### config.mk
export PLATFORM = sky130hd
export DESIGN_NAME = intg_result_buffer
export DESIGN_NICKNAME = d
export VERILOG_FILES = /design/src/rtl/intg_pkg.sv /design/src/rtl/intg_result_fifo.sv /design/src/rtl/intg_result_buffer.sv
export SDC_FILE = /design/constraint.sdc
export NUM_CORES = 1
export LEC_CHECK = 0
export BUFFER_PORTS_ARGS = -buffer_cell sky130_fd_sc_hd__buf_2
export CAP_MARGIN = 10
export CELL_PAD_IN_SITES_DETAIL_PLACEMENT = 0
export CELL_PAD_IN_SITES_GLOBAL_PLACEMENT = 1
export CORE_MARGIN = 8
export CORE_UTILIZATION = 25
export CTS_BUF_LIST = sky130_fd_sc_hd__clkbuf_4 sky130_fd_sc_hd__clkbuf_8 sky130_fd_sc_hd__clkbuf_16
export DETAILED_ROUTE_END_ITERATION = 16
export HOLD_SLACK_MARGIN = 0.02
export PLACE_DENSITY_LB_ADDON = 0.1
export SYNTH_ARGS = -nofsm -noshare
export SYNTH_HDL_FRONTEND = slang
export SYNTH_HIERARCHICAL = 1
export SYNTH_SLANG_ARGS = --single-unit
### constraint.sdc
create_clock -name clock -period 3.7 [get_ports clock]
set_clock_uncertainty 0.1 [all_clocks]
set_input_delay 0.555 -clock clock [delete_from_list [all_inputs] [get_ports clock]]
set_output_delay 0.555 -clock clock [all_outputs]
set_load 0.03 [all_outputs]
### src/rtl/intg_pkg.sv
// Shared types and widths for the window-integrator result path.
package intg_pkg;

    localparam int unsigned SUM_W     = 13;
    localparam int unsigned AVG_SHIFT = 2;

    typedef struct packed {
        logic                         over;
        logic [SUM_W-AVG_SHIFT-1:0]   avg;
        logic [SUM_W-1:0]             sum;
    } result_t;

    typedef enum logic [1:0] {
        OCC_EMPTY,
        OCC_PARTIAL,
        OCC_FULL
    } occ_t;

endpackage

### src/rtl/intg_result_fifo.sv
// Generic register-array FIFO with exact count; head is read straight from
// storage so a pushed word is visible the cycle after its push edge.
module intg_result_fifo
    import intg_pkg::*;
#(
    parameter int unsigned W     = 8,
    parameter int unsigned DEPTH = 4
) (
    input  logic                     clock,
    input  logic                     reset,
    input  logic                     push,
    input  logic                     pop,
    input  logic [W-1:0]             wr_data,
    output logic [W-1:0]             head,
    output logic [$clog2(DEPTH):0]   count,
    output occ_t                     occ,
    output logic                     push_ok
);

    localparam int unsigned AW = $clog2(DEPTH);
    localparam int unsigned CW = AW + 1;
    localparam logic [CW-1:0] FULL_CNT = CW'(DEPTH);

    logic [W-1:0]  mem [DEPTH];
    logic [AW-1:0] wr_ptr;
    logic [AW-1:0] rd_ptr;
    logic          pop_ok;

    always_comb begin
        occ = OCC_PARTIAL;
        if (count == '0)
            occ = OCC_EMPTY;
        else if (count == FULL_CNT)
            occ = OCC_FULL;
    end

    // A full FIFO still accepts a push when the head leaves on the same edge.
    assign pop_ok  = pop && (occ != OCC_EMPTY);
    assign push_ok = push && ((occ != OCC_FULL) || pop_ok);

    always_ff @(posedge clock) begin
        if (reset) begin
            wr_ptr <= '0;
            rd_ptr <= '0;
            count  <= '0;
        end else begin
            if (push_ok)
                wr_ptr <= wr_ptr + 1'b1;
            if (pop_ok)
                rd_ptr <= rd_ptr + 1'b1;
            if (push_ok && !pop_ok)
                count <= count + 1'b1;
            else if (!push_ok && pop_ok)
                count <= count - 1'b1;
        end
    end

    always_ff @(posedge clock) begin
        if (push_ok && !reset)
            mem[wr_ptr] <= wr_data;
    end

    assign head = mem[rd_ptr];

endmodule

### src/rtl/intg_result_buffer.sv
// Result buffer behind the window integrator: average, threshold flag, FIFO.
// Optional min/max statistics ports are enabled by defining INTG_RESULT_STATS_EN.
module intg_result_buffer #(
    parameter int unsigned SUM_W     = 13,
    parameter int unsigned DEPTH     = 4,
    parameter int unsigned AVG_SHIFT = 2,
    parameter int unsigned THRESH    = 200
) (
    input  logic                        clock,
    input  logic                        reset,
    input  logic [SUM_W-1:0]            sum_in,
    input  logic                        sum_valid,
    output logic [SUM_W-1:0]            out_sum,
    output logic [SUM_W-AVG_SHIFT-1:0]  out_avg,
    output logic                        out_over,
    output logic                        out_valid,
    input  logic                        out_ready,
    output logic [$clog2(DEPTH):0]      count,
    output logic                        overflow
`ifdef INTG_RESULT_STATS_EN
    ,
    output logic [SUM_W-1:0]            max_sum,
    output logic [SUM_W-1:0]            min_sum
`endif
);

    import intg_pkg::*;

    localparam int unsigned AVG_W = SUM_W - AVG_SHIFT;
    localparam logic [AVG_W-1:0] THRESH_V = AVG_W'(THRESH);

    logic [AVG_W-1:0] avg;
    result_t          entry_in;
    result_t          head;
    occ_t             occ;
    logic             pop_req;
    logic             push_ok;

    always_comb begin
        avg            = AVG_W'(sum_in >> AVG_SHIFT);
        entry_in.sum   = sum_in;
        entry_in.avg   = avg;
        entry_in.over  = (avg >= THRESH_V);
    end

    intg_result_fifo #(
        .W     ($bits(result_t)),
        .DEPTH (DEPTH)
    ) u_fifo (
        .clock   (clock),
        .reset   (reset),
        .push    (sum_valid),
        .pop     (pop_req),
        .wr_data (entry_in),
        .head    (head),
        .count   (count),
        .occ     (occ),
        .push_ok (push_ok)
    );

    assign out_valid = (occ != OCC_EMPTY);
    assign pop_req   = out_valid && out_ready;

    // Storage is not cleared by reset, so an empty head reads as zero.
    assign out_sum  = out_valid ? head.sum  : '0;
    assign out_avg  = out_valid ? head.avg  : '0;
    assign out_over = out_valid ? head.over : 1'b0;

    always_ff @(posedge clock) begin
        if (reset)
            overflow <= 1'b0;
        else if (sum_valid && (occ == OCC_FULL) && !pop_req)
            overflow <= 1'b1;
    end

`ifdef INTG_RESULT_STATS_EN
    always_ff @(posedge clock) begin
        if (reset) begin
            max_sum <= '0;
            min_sum <= '1;
        end else if (push_ok) begin
            if (sum_in > max_sum)
                max_sum <= sum_in;
            if (sum_in < min_sum)
                min_sum <= sum_in;
        end
    end
`else
    logic unused_push_ok;
    assign unused_push_ok = push_ok;
`endif

endmodule

==> impl_metrics.csv <==
group,metric,value,unit
power,switching_power,1310,uW
min_path,hp-class,"input pin to flip-flop",
detailed_routing,vias,2082,
sta,whs,0.336,ns
clock_tree,cts_buffer_depth,2,
global_route,antenna_found_initial,0,
clock_tree,worstSkewPairLatency,0.34,ns
detailed_routing,wl_per_cell,18.0,um
cells_and_area,multiInputGateArea,0.00108,mm2
logic_synthesis,synth_common_cells,"edfxtp_1, nor2b_1, mux4_2",
power,switching_share,34.4,%
logic_synthesis,synth_largest_area_cell,"edfxtp_1",
sta,slew_headroom,46.7,%
clock_tree,cts_buffers,9,
logic_synthesis,syn_inst,217,
cells_and_area,n_fill_cell,1693,
global_route,grt_pass1_wl,14.0,mm
clock_tree,cts.sinks,110,
detailed_routing,ant_nets,0,
detailed_routing,drt_iter0_drc,105,
sta,slew_violations,0,
global_route,grt_max_degree,28,
logic_synthesis,ys_async_sr_fraction,0,%
sta,worst_slew_pin_slew,0.798,ns
critical_path,crit_path_start_kind,"flip-flop",
place,dp_hpwl,5.48,mm
critical_path,critPathCaptureType,"flip-flop",
power,p_total,3810,uW
critical_path,critPathMaxFanout,27,
power,p_leak,0.00176,uW
clock_tree,cts_tree,"yes",
power,power.density,731,mW/mm2
logic_synthesis,synth-edff-count,100,
logic_synthesis,ys_ff_latch,110,
power,p_int,2500,uW
die,fp-row-count,48,
die,die-area,0.0218,mm2
sta,tns,0,ns
outcome,status,"finished clean",
sta,max_freq,300,MHz
global_route,grt_overflow,0,
die,pin_count,47,
critical_path,cp.arrival,3.51,ns
cells_and_area,antenna_cells,0,
logic_synthesis,syn-num-nets,240,
detailed_routing,drt-total-wl,9.10,mm
logic_synthesis,synth_top_area_share,69.2,%
cells_and_area,register_area,0.00320,mm2
place,dpl.cell_count,488,
critical_path,crit_type,"flip-flop to flip-flop",
cells_and_area,final_net_count,297,
logic_synthesis,yosysSeqAreaShare,73.8,%
detailed_routing,drt-pass1-iter-count,4,
cells_and_area,stdcell_count,504,
clock_tree,cts_max_level,3,
critical_path,critical_path_required,3.88,ns
logic_synthesis,syn_area,0.00434,mm2
detailed_routing,drc,0,
logic_synthesis,synth.most_common_cell,"edfxtp_1",
place,place.gp.congestion,0.625,
power,power_frac_seq,40.2,%
power,p_comb_share,33.2,%
sta,grt_setup_unrepaired,"no",
sta,period_share,90.0,%
place,io_buffers,46,
sta,setup_viol,0,
logic_synthesis,syn_avg_cell_area,20.0,um2
die,start_util,25.4,%
die,die_w,148,um
flow_run,cap_violations,0,
cells_and_area,area_growth,20.1,%
global_route,grt_pass1_vias,2224,
sta,hold_violations,0,
sta,min_period,3.33,ns
power,clkPwrFrac,26.6,%
clock_tree,clk_pin_slew,0.07,ns
cells_and_area,drive_gt1_share,38.4,%
clock_tree,cts_resized,0,
detailed_routing,viasPerCell,4.13,
die,core,0.0171,mm2
power,vdd_drop_max,0.000279,V
logic_synthesis,synth.distinct_cells,29,
logic_synthesis,yosysWarnings,6,
clock_tree,hold_buffers,0,
logic_synthesis,synth_ff_type,"edfxtp_1",
clock_tree,cts_setup_buffers,0,
logic_synthesis,synth_area_leaders,"edfxtp_1, mux4_2, dfxtp_1",
clock_tree,cts_root_buf,"clkbuf_16",
die,dieHeight,148,um
global_route,groute.usage.overall,8.80,%
[stage by stage]
stage	util, %	instance area, um2	setup WS (ns)
floorplan	-	4340	-0.281
global placement	28.6	4900	0.287
detailed placement	28.6	4900	0.287
CTS	30.5	5220	0.264
global route	30.5	5220	0.0274
finish	30.5	5220	0.368
[registers in the layout (all words and copies together) (netlist names), named ones only]
| signal | count |
|---|---|
| u_fifo/wr_ptr | 2 |
| u_fifo/count | 3 |
| u_fifo/rd_ptr | 2 |
| overflow | 1 |
| u_fifo/mem | 100 |
[metal layers]
metal,up-vias,part of all wire (%),GRT usage (%)
met3,10,3.6,2.38
met5,-,0,0
li1,963,-,-
met1,1070,49,11.2
met2,39,46,13.7
met4,0,1.6,3.98
[worst max-delay path, cell delays in order, from the launching register on]
cell and delay (ns):
dfxtp_1 0.48, or3b_4 0.21, inv_1 0.07, nor2_4 0.63, nor2b_1 0.23, o31ai_1 0.17, ha_1 0.24, inv_1 0.06
fa_1 0.37, xor2_1 0.16, or3_2 0.40, a21oi_1 0.14
[layout make-up]
class	instances	share of cell area, %
sequential	110	61.4
timing repair buffer	55	5.95
clock buffer	11	4.61
inverter	7	0.504
multi-input combinational	91	20.7
tap	225	5.40
clock inverter	5	1.42
[cell families (layout without fill, tap and decap cells)]
| family | after synthesis | count (layout) | synth area share, % |
|---|---|---|---|
| compound gates | 7 | 7 | 1.30 |
| xor+xnor | 4 | 4 | 0.807 |
| fa+ha+maj | 6 | 6 | 1.90 |
| buf+inv | 16 | 78 | 1.82 |
| flops | 110 | 110 | 73.8 |
| mux | 28 | 28 | 13.8 |
| simple gates | 46 | 46 | 6.63 |
[worst paths after layout]
path / startpoint / end / slack (ns) / cells past startpoint
setup / recovery: u_fifo/count[0] / u_fifo/count[2] / 0.37 / 11
hold / removal: sum_in[1] / u_fifo/mem[3][1] / 0.34 / 1
setup reg to reg: u_fifo/count[0] / u_fifo/count[2] / 0.37 / 11
hold reg to reg: overflow / overflow / 0.35 / 2
[cell usage in the layout, fill, tap and decap left out, drive strengths merged, types with 3 or more instances in the layout]
| cell | instances |
|---|---|
| inv | 7 |
| nor2 | 8 |
| clkbuf | 11 |
| mux4 | 25 |
| buf | 55 |
| ha | 5 |
| xor2 | 4 |
| dfxtp | 10 |
| nor3b | 4 |
| nor2b | 26 |
| edfxtp | 100 |
| clkinv | 3 |
[power groups by stage]
stage	clock network (uW)	logic, uW	registers [uW]
after floorplan	0	936	1550
after global placement	0	1320	1570
after detailed placement	0	1310	1570
after CTS	1050	1310	1540
after global routing	1090	1380	1550
final	1010	1270	1530
Note: power is estimated with default switching activity, not from simulation.
